<file path="src/rtl/button_event_scheduler_pkg.sv">
// Shared definitions for the button event scheduler: hold-FSM state encoding,
// event code width and the timing defaults selected by Simulate.
package button_event_scheduler_pkg;

  localparam int NumBtn = 4;
  localparam int CodeW  = 2;

  typedef enum logic [1:0] {
    ST_IDLE   = 2'd0,
    ST_HELD   = 2'd1,
    ST_REPEAT = 2'd2
  } hold_state_e;

  function automatic int tick_div_default(input bit sim);
    return sim ? 4 : 50000;
  endfunction

  function automatic int hold_delay_default(input bit sim);
    return sim ? 3 : 500;
  endfunction

  function automatic int repeat_period_default(input bit sim);
    return sim ? 2 : 100;
  endfunction

endpackage

</file>
<file path="src/rtl/button_event_scheduler_hold_fsm.sv">
// Per-button press / auto-repeat sequencer; emits a registered 1-cycle event
// pulse with a flag telling a first press from an auto-repeat.
//
//   state     | meaning
//   ----------+------------------------------------------------------------
//   ST_IDLE   | button released or disabled; waiting for a fresh rising edge
//   ST_HELD   | press reported; counting ticks down to the first repeat
//   ST_REPEAT | auto-repeating; counting ticks down to the next repeat
module button_hold_fsm
  import button_event_scheduler_pkg::*;
#(
  parameter int HoldDelay    = 500,
  parameter int RepeatPeriod = 100,
  parameter int CntW         = 16
) (
  input  logic Clock,
  input  logic Reset,
  input  logic level,
  input  logic rise,
  input  logic tick,
  input  logic enable,
  output logic event_pulse,
  output logic event_repeat
);

  localparam logic [CntW-1:0] HoldLoad   = CntW'(HoldDelay - 1);
  localparam logic [CntW-1:0] RepeatLoad = CntW'(RepeatPeriod - 1);

  hold_state_e     state_q, state_d;
  logic [CntW-1:0] cnt_q, cnt_d;
  logic            fire, fire_rep;

  always_ff @(posedge Clock) begin
    if (!Reset) begin
      state_q      <= ST_IDLE;
      cnt_q        <= '0;
      event_pulse  <= 1'b0;
      event_repeat <= 1'b0;
    end else begin
      state_q      <= state_d;
      cnt_q        <= cnt_d;
      event_pulse  <= fire;
      event_repeat <= fire_rep;
    end
  end

  // A released button or a global disable overrides every other transition.
  always_comb begin
    state_d = state_q;
    cnt_d   = cnt_q;
    if (!level || !enable) begin
      state_d = ST_IDLE;
      cnt_d   = '0;
    end else begin
      case (state_q)
        ST_IDLE: begin
          if (rise) begin
            state_d = ST_HELD;
            cnt_d   = HoldLoad;
          end
        end
        ST_HELD, ST_REPEAT: begin
          if (tick) begin
            if (cnt_q == '0) begin
              state_d = ST_REPEAT;
              cnt_d   = RepeatLoad;
            end else begin
              cnt_d = cnt_q - 1'b1;
            end
          end
        end
        default: begin
          state_d = ST_IDLE;
          cnt_d   = '0;
        end
      endcase
    end
  end

  always_comb begin
    fire     = 1'b0;
    fire_rep = 1'b0;
    if (level && enable) begin
      case (state_q)
        ST_IDLE: fire = rise;
        ST_HELD, ST_REPEAT: begin
          fire     = tick && (cnt_q == '0);
          fire_rep = 1'b1;
        end
        default: fire = 1'b0;
      endcase
    end
  end

endmodule

</file>
<file path="src/rtl/button_event_scheduler.sv">
// Converts debounced button levels into press / auto-repeat events and hands
// them one at a time, round-robin, over a valid/ready interface.
module button_event_scheduler
  import button_event_scheduler_pkg::*;
#(
  parameter bit Simulate     = 1'b0,
  parameter int TickDiv      = tick_div_default(Simulate),
  parameter int HoldDelay    = hold_delay_default(Simulate),
  parameter int RepeatPeriod = repeat_period_default(Simulate),
  parameter int CntW         = 16
) (
  input  logic              Clock,
  input  logic              Reset,
  input  logic [NumBtn-1:0] iPushBtn,
  input  logic              iEnable,
  input  logic              iEventReady,
  output logic              oEventValid,
  output logic [CodeW-1:0]  oEventCode,
  output logic              oEventRepeat,
  output logic [NumBtn-1:0] oPending,
  output logic              oOverrun
);

  logic [CntW-1:0]   tick_cnt;
  logic              tick;
  logic [NumBtn-1:0] prev_btn, rise;
  logic [NumBtn-1:0] ev, ev_rep;
  logic [NumBtn-1:0] pending, pending_d, rep, rep_d;
  logic [CodeW-1:0]  last, grant_idx, cand;
  logic              grant_found, load, overrun_hit;

  assign tick = (tick_cnt == CntW'(TickDiv - 1));

  always_ff @(posedge Clock) begin
    if (!Reset)    tick_cnt <= '0;
    else if (tick) tick_cnt <= '0;
    else           tick_cnt <= tick_cnt + 1'b1;
  end

  // Loaded during reset too, so a button held through reset is not a press.
  always_ff @(posedge Clock) prev_btn <= iPushBtn;

  assign rise = iPushBtn & ~prev_btn;

  for (genvar k = 0; k < NumBtn; k++) begin : g_btn
    button_hold_fsm #(
      .HoldDelay   (HoldDelay),
      .RepeatPeriod(RepeatPeriod),
      .CntW        (CntW)
    ) u_hold (
      .Clock       (Clock),
      .Reset       (Reset),
      .level       (iPushBtn[k]),
      .rise        (rise[k]),
      .tick        (tick),
      .enable      (iEnable),
      .event_pulse (ev[k]),
      .event_repeat(ev_rep[k])
    );
  end

  always_comb begin
    grant_found = 1'b0;
    grant_idx   = last;
    cand        = '0;
    for (int i = 1; i <= NumBtn; i++) begin
      cand = last + CodeW'(i);
      if (!grant_found && pending[cand]) begin
        grant_found = 1'b1;
        grant_idx   = cand;
      end
    end
  end

  assign load = ~oEventValid | iEventReady;

  // A new event on a button being granted this cycle simply re-arms it.
  always_comb begin
    pending_d   = pending;
    rep_d       = rep;
    overrun_hit = 1'b0;
    if (load && grant_found) pending_d[grant_idx] = 1'b0;
    for (int k = 0; k < NumBtn; k++) begin
      if (ev[k]) begin
        pending_d[k] = 1'b1;
        rep_d[k]     = ev_rep[k];
        if (pending[k] && !(load && grant_found && grant_idx == CodeW'(k)))
          overrun_hit = 1'b1;
      end
    end
  end

  always_ff @(posedge Clock) begin
    if (!Reset) begin
      pending      <= '0;
      rep          <= '0;
      oOverrun     <= 1'b0;
      oEventValid  <= 1'b0;
      oEventCode   <= '0;
      oEventRepeat <= 1'b0;
      last         <= CodeW'(NumBtn - 1);
    end else begin
      pending <= pending_d;
      rep     <= rep_d;
      if (overrun_hit) oOverrun <= 1'b1;
      if (load) begin
        oEventValid <= grant_found;
        if (grant_found) begin
          oEventCode   <= grant_idx;
          oEventRepeat <= rep[grant_idx];
          last         <= grant_idx;
        end
      end
    end
  end

  assign oPending = pending;

endmodule

</file>
<file path="config.mk">
export PLATFORM = sky130hd
export DESIGN_NAME = button_event_scheduler
export DESIGN_NICKNAME = d
export VERILOG_FILES = /design/src/rtl/button_event_scheduler_pkg.sv /design/src/rtl/button_event_scheduler_hold_fsm.sv /design/src/rtl/button_event_scheduler.sv
export SDC_FILE = /design/constraint.sdc
export NUM_CORES = 1
export LEC_CHECK = 0
export CAP_MARGIN = 30
export CORE_AREA = 2 2 128 130
export CTS_CLUSTER_DIAMETER = 80
export CTS_CLUSTER_SIZE = 12
export DETAILED_ROUTE_END_ITERATION = 10
export DIE_AREA = 0 0 130 132
export GPL_TIMING_DRIVEN = 1
export MAX_ROUTING_LAYER = met4
export SYNTH_ARGS = -nofsm -noshare
export SYNTH_HDL_FRONTEND = slang
export SYNTH_HIERARCHICAL = 1
export SYNTH_SLANG_ARGS = --single-unit
</file>
<file path="constraint.sdc">
create_clock -name Clock -period 4.8 [get_ports Clock]
set_input_delay 0.72 -clock Clock [delete_from_list [all_inputs] [get_ports Clock]]
set_output_delay 0.72 -clock Clock [all_outputs]
set_load 0.005 [all_outputs]
</file>
# Word-level counts from Yosys, hierarchy flattened
# Index checks and enable logic that the tools add are counted.
# word_totals
regBits,115
in_bits,8
output_inout_bits,9
wordCells,221
# op_classes
add_sub_neg,8
n_lt_le_gt_ge,6
eq_ne,24
n_mux,73
bitwise,7
n_reduce_logical,72
# ops
cell,count
16-bit two-way mux,12
16-bit one-hot mux with 2 select lines,4
16-bit zero test,4
"16-bit by 1-bit subtractor with 16-bit output, second input constant",4
2-bit two-way mux,16
1-bit two-way mux,26
1-bit logical AND,21
2-bit AND reduction,9
2-bit OR reduction,9
"16-bit by 1-bit adder with 16-bit output, second input constant",1
"16-bit == test, second input constant",1
2-bit one-hot mux with 2 select lines,4
"2-bit by 3-bit < comparator with 1-bit output, second input constant",5
"2-bit != test, second input constant",7
"2-bit == test, second input constant",6
1-bit zero test,12
3-bit AND reduction,4
1-bit binary-select mux with 2-bit select,5
"2-bit by 1-bit == test with 1-bit output, second input constant",5
2-bit zero test,5
"2-bit by 1-bit != test with 1-bit output, second input constant",5
4-bit bitwise AND,2
4-bit inverter,2
1-bit one-hot mux with 2 select lines,4
9 further kinds,17

# Depth between registers and ports, before layout
# logic_depth
ltp_word,25
ltp_mapped,10
depth_no_buf,9

# By module
# Netlist, hierarchy kept.
# modules_own_cells
mod,instances,cells_each,area_each_um2,seq_area_each_um2
button_hold_fsm (g_btn[0].u_hold ...),3,154,1188.6,400.4
button_event_scheduler,1,162,1458.9,700.7
button_hold_fsm (g_btn[3].u_hold),1,133,1136.1,400.4

# Worst setup path after synthesis
# No wires, ideal clock.
# synth_path
path_kind,reg-to-reg
from,register tick_cnt[0]
to,register g_btn[3].u_hold.cnt_q[9]
setup_time_ns,0.080
arrival_ns,2.473
required_ns,4.720
path_slack_ns,2.248
stages_incl_launch_ff,9
n_path_buf,0
period_less_slack_ns,2.552
cell_sequence,dfxtp_1 > ha_1 > and3_1 > nand4_1 > inv_1 > nor2b_1 > or3_1 > or4_1 > a211oi_2
# synth_via
elab_chain_len,3
# synth_lines
item,line,rtl
"start, declared",button_event_scheduler.sv:24,logic [CntW-1:0] tick_cnt;
"start signal, assigned",button_event_scheduler.sv:37,else tick_cnt <= tick_cnt + 1'b1;
16-bit == test,button_event_scheduler.sv:32,assign tick = (tick_cnt == CntW'(TickDiv - 1));
via tick,button_event_scheduler.sv:25,logic tick;
2-bit != test (no line),--,
2-bit AND reduction (no line),--,
"end signal, assigned",button_event_scheduler_hold_fsm.sv:41,cnt_q <= cnt_d;
"end, declared",button_event_scheduler_hold_fsm.sv:30,"logic [CntW-1:0] cnt_q, cnt_d;"
# The timed path passes the listed nets, and every way through them passes these cells.
# A chain may end at the register's enable or synchronous reset.

# Worst setup path after layout
# layout_path
from,register tick_cnt[0]
to,register g_btn[3].u_hold.cnt_q[15]
# The elaborated chain is that of the path after synthesis.

==> results.cfg <==
[worst_setup_path]
critPathArrivalTime_ns = 3.09
r2r_end = g_btn[3].u_hold/cnt_q[15]
crit_required_ns = 5.12
reg2reg_from = tick_cnt[0]
worst_setup_path_start_kind = flip-flop
cp-end-kind = flip-flop
worst_r2r_path_depth = 9
path_class = reg2reg
cp_max_fo = 24
r2r_setup_slack_ns = 2.03

[cells_and_area]
insertedDiodeCount = 0
drive_above_1_share_pct = 5.30
multi_input_area_um2 = 3570
syn_to_final_growth_pct = 13.5
fillers = 1554
regArea_um2 = 2300
nNetsFinal = 785

[drt]
antenna_left = 0
drt-total-wl_um = 14700
wirelength_met1_um = 6730
firstDrtPassIters = 5
wl_met2_um = 7030
vias = 5664
top_layer = met4
drcViolationCount = 0
drtIter0Drc = 349
met3_length_um = 691
routed_via_density = 5.73
detail_route.wl_per_cell_um = 14.8

[power_and_ir_drop]
ir_drop_uv = 254
p_leak_nw = 2.61
powerDensity_nw_per_um2 = 344
total_power_w = 0.00241

[clocking]
clock-root-buffer = clkbuf_16
insertion_delay_ns = 0.41
numCtsBuffers = 17
cts_tree = done
clockBufferDepth = 2
htreeDepth = 4
cts_setup_buffers = 0
holdBufCountCts = 0
clkTransAtPathRegs_ns = 0.05
clock-sinks = 115
cts.repair.resized = 0

[synth]
synth_ff_type = dfxtp_1
synth_compound_area_share_pct = 18.8
ys_warn_count = 6
synthAdderAreaFrac_pct = 3.45
syn_inst = 757
avgSynthCellArea_um2 = 8.14
yosys.area_share.simple_pct = 31.1
synth.area.mux_share_pct = 2.03
seq_area_frac_synth_pct = 37.4
synth_xor_area_share_pct = 2.56
netlist_area_um2 = 6160
synth_fp_nets = 782
ys_ff_latch = 115
synth_edf_count = 0
synthDistinctLibCells = 56
async_flop_share_pct = 0
synth_top_family_by_area = simple AND/OR/NAND/NOR gates

[sta]
setup_viol_count_final = 0
tightest_slew_ns = 0.841
holdWs_ns = 0.464
min_period_ns = 2.77
slew-limit-headroom_pct = 43.5
drv_slew = 0
rsz0062_at_grt = no
worst_slack_ns = 2.03
fin_crit_sh_pct = 57.7
clock_skew_ns = 0.00645
final-hold-violation-count = 0
tns_ns = 0
max_freq_mhz = 361

[placement]
dp_slack_ns = 1.75
dpl.hpwl_um = 10400
place.gp.congestion = 0.877
portBuffers = 16

[grt]
grt_pass1_vias = 5346
grtUsageTotal_pct = 18.3
grt_pass1_wl_um = 25000
grt_start_max_net_pins = 25
grt-ovfl-total = 0
antenna_found_initial = 0

[run]
maxCapViolations = 0

[floorplan]
core_area_um2 = 15700
initial_core_util_pct = 39.2
die_w_um = 130
fp.dieArea_um2 = 17200
io_pins = 17
die_h_um = 132
rows = 46

[worst_hold_path]
worst_hold_path.num_cells = 1
worst_hold_startpoint = tick_cnt[0]
hold_path_end = tick_cnt[0]
hold_class = reg2reg

[outcome]
status = complete, no violations
area by class of cell:
cell class,instances,share of cell area [%]
Clock buffer,22,6.64
Tap cell,216,3.86
Sequential cell,115,32.9
Timing Repair Buffer,17,2.40
Clock inverter,10,1.54
Inverter,31,1.66
Multi-Input combinational cell,578,51.0
where the power goes:
part,switching (W),internal [W]
Clock,0.000427,0.000784
Combinational,0.000137,0.0000753
Sequential,0.0000156,0.000971
cells in the mapped netlist, drive strengths merged (11+ instances only):
cell type	number	area, um^2
a211oi	15	118
or4	16	124
o31ai	14	105
inv	31	116
dfxtp	115	2300
a21oi	66	330
and3	13	81.3
mux2i	11	110
nor3	40	200
ha	17	213
or3	24	151
nand2b	22	138
clkbuf	22	82.6
nor4	24	163
nand2	34	128
a31oi	13	81.3
nor2	63	236
nor2b	17	106
nand3	37	185
buf	11	92.6
o21ai	53	265
state kept, by name, indices dropped and copies added (netlist names):
name / count
g_btn.u_hold/cnt_q: 64
tick_cnt: 16
g_btn.u_hold/state_q: 8
g_btn.u_hold/event_pulse: 4
g_btn.u_hold/event_repeat: 4
oPending: 4
prev_btn: 4
rep: 4
last: 2
oEventCode: 2
oEventRepeat: 1
oEventValid: 1
oOverrun: 1
worst max path at each step:
stage / slack (ns) / endpoint / start / cells after the start
finish: 2.03 / g_btn[3].u_hold/cnt_q[15] / tick_cnt[0] / 9
global route: 1.79 / g_btn[3].u_hold/cnt_q[15] / tick_cnt[0] / 9
CTS: 2.01 / g_btn[3].u_hold/cnt_q[15] / tick_cnt[0] / 9
detailed placement: 1.75 / g_btn[1].u_hold/cnt_q[10] / Reset / 5
global placement: 1.85 / g_btn[0].u_hold/cnt_q[9] / Reset / 5
floorplan: 2.25 / g_btn[3].u_hold/cnt_q[9] / tick_cnt[0] / 8
logic make-up after synthesis:
logic type      Yosys count
flops                   115
fa+ha+maj                17
buf+inv                  64
compound gates          190
xor+xnor                 18
mux                      12
simple gates            341
worst max-delay path, cell delays in order, from the launching register on:
cell and delay (ns):
dfxtp_1 0.36, ha_1 0.19, and3_1 0.25, nand4_1 0.19, inv_1 0.10, buf_4 0.26, nor2b_1 0.11, or3_1 0.49
or4_1 0.50, a211oi_1 0.22
placed cells by master (no fill, tap or decap), types with 11 or more instances in the layout:
cell type	netlist	final
nor3_1	40	40
ha_1	17	17
nor2b_1	17	17
and3_1	13	13
nor2_1	63	63
nand2_1	34	34
clkdlybuf4s50_1	0	16
or3_1	23	23
clkbuf_16	0	17
or4_1	15	15
nor4_1	22	22
mux2i_1	11	11
nand2b_1	22	22
o31ai_1	14	14
a31oi_1	13	13
o21ai_0	44	44
dfxtp_1	115	115
a21oi_1	66	66
nand3_1	37	37
a211oi_1	14	14
inv_1	31	31
routing by layer:
layer	vias to the layer above	GRT usage, %
met3	17	4.38
li1	2829	-
met5	-	-
met1	2678	22.9
met4	0	6.51
met2	140	28.7
per-stage QoR:
stage          std cells  util [%]  instance area [um^2]
2_1_floorplan        757         -                  6160
3_3_place_gp         957      40.9                  6420
3_5_place_dp         957      40.9                  6420
4_1_cts              989      44.5                  7000
5_1_grt              989      44.5                  7000
6_report             989      44.5                  7000
No activity file was read; power rests on OpenSTA's default activity.
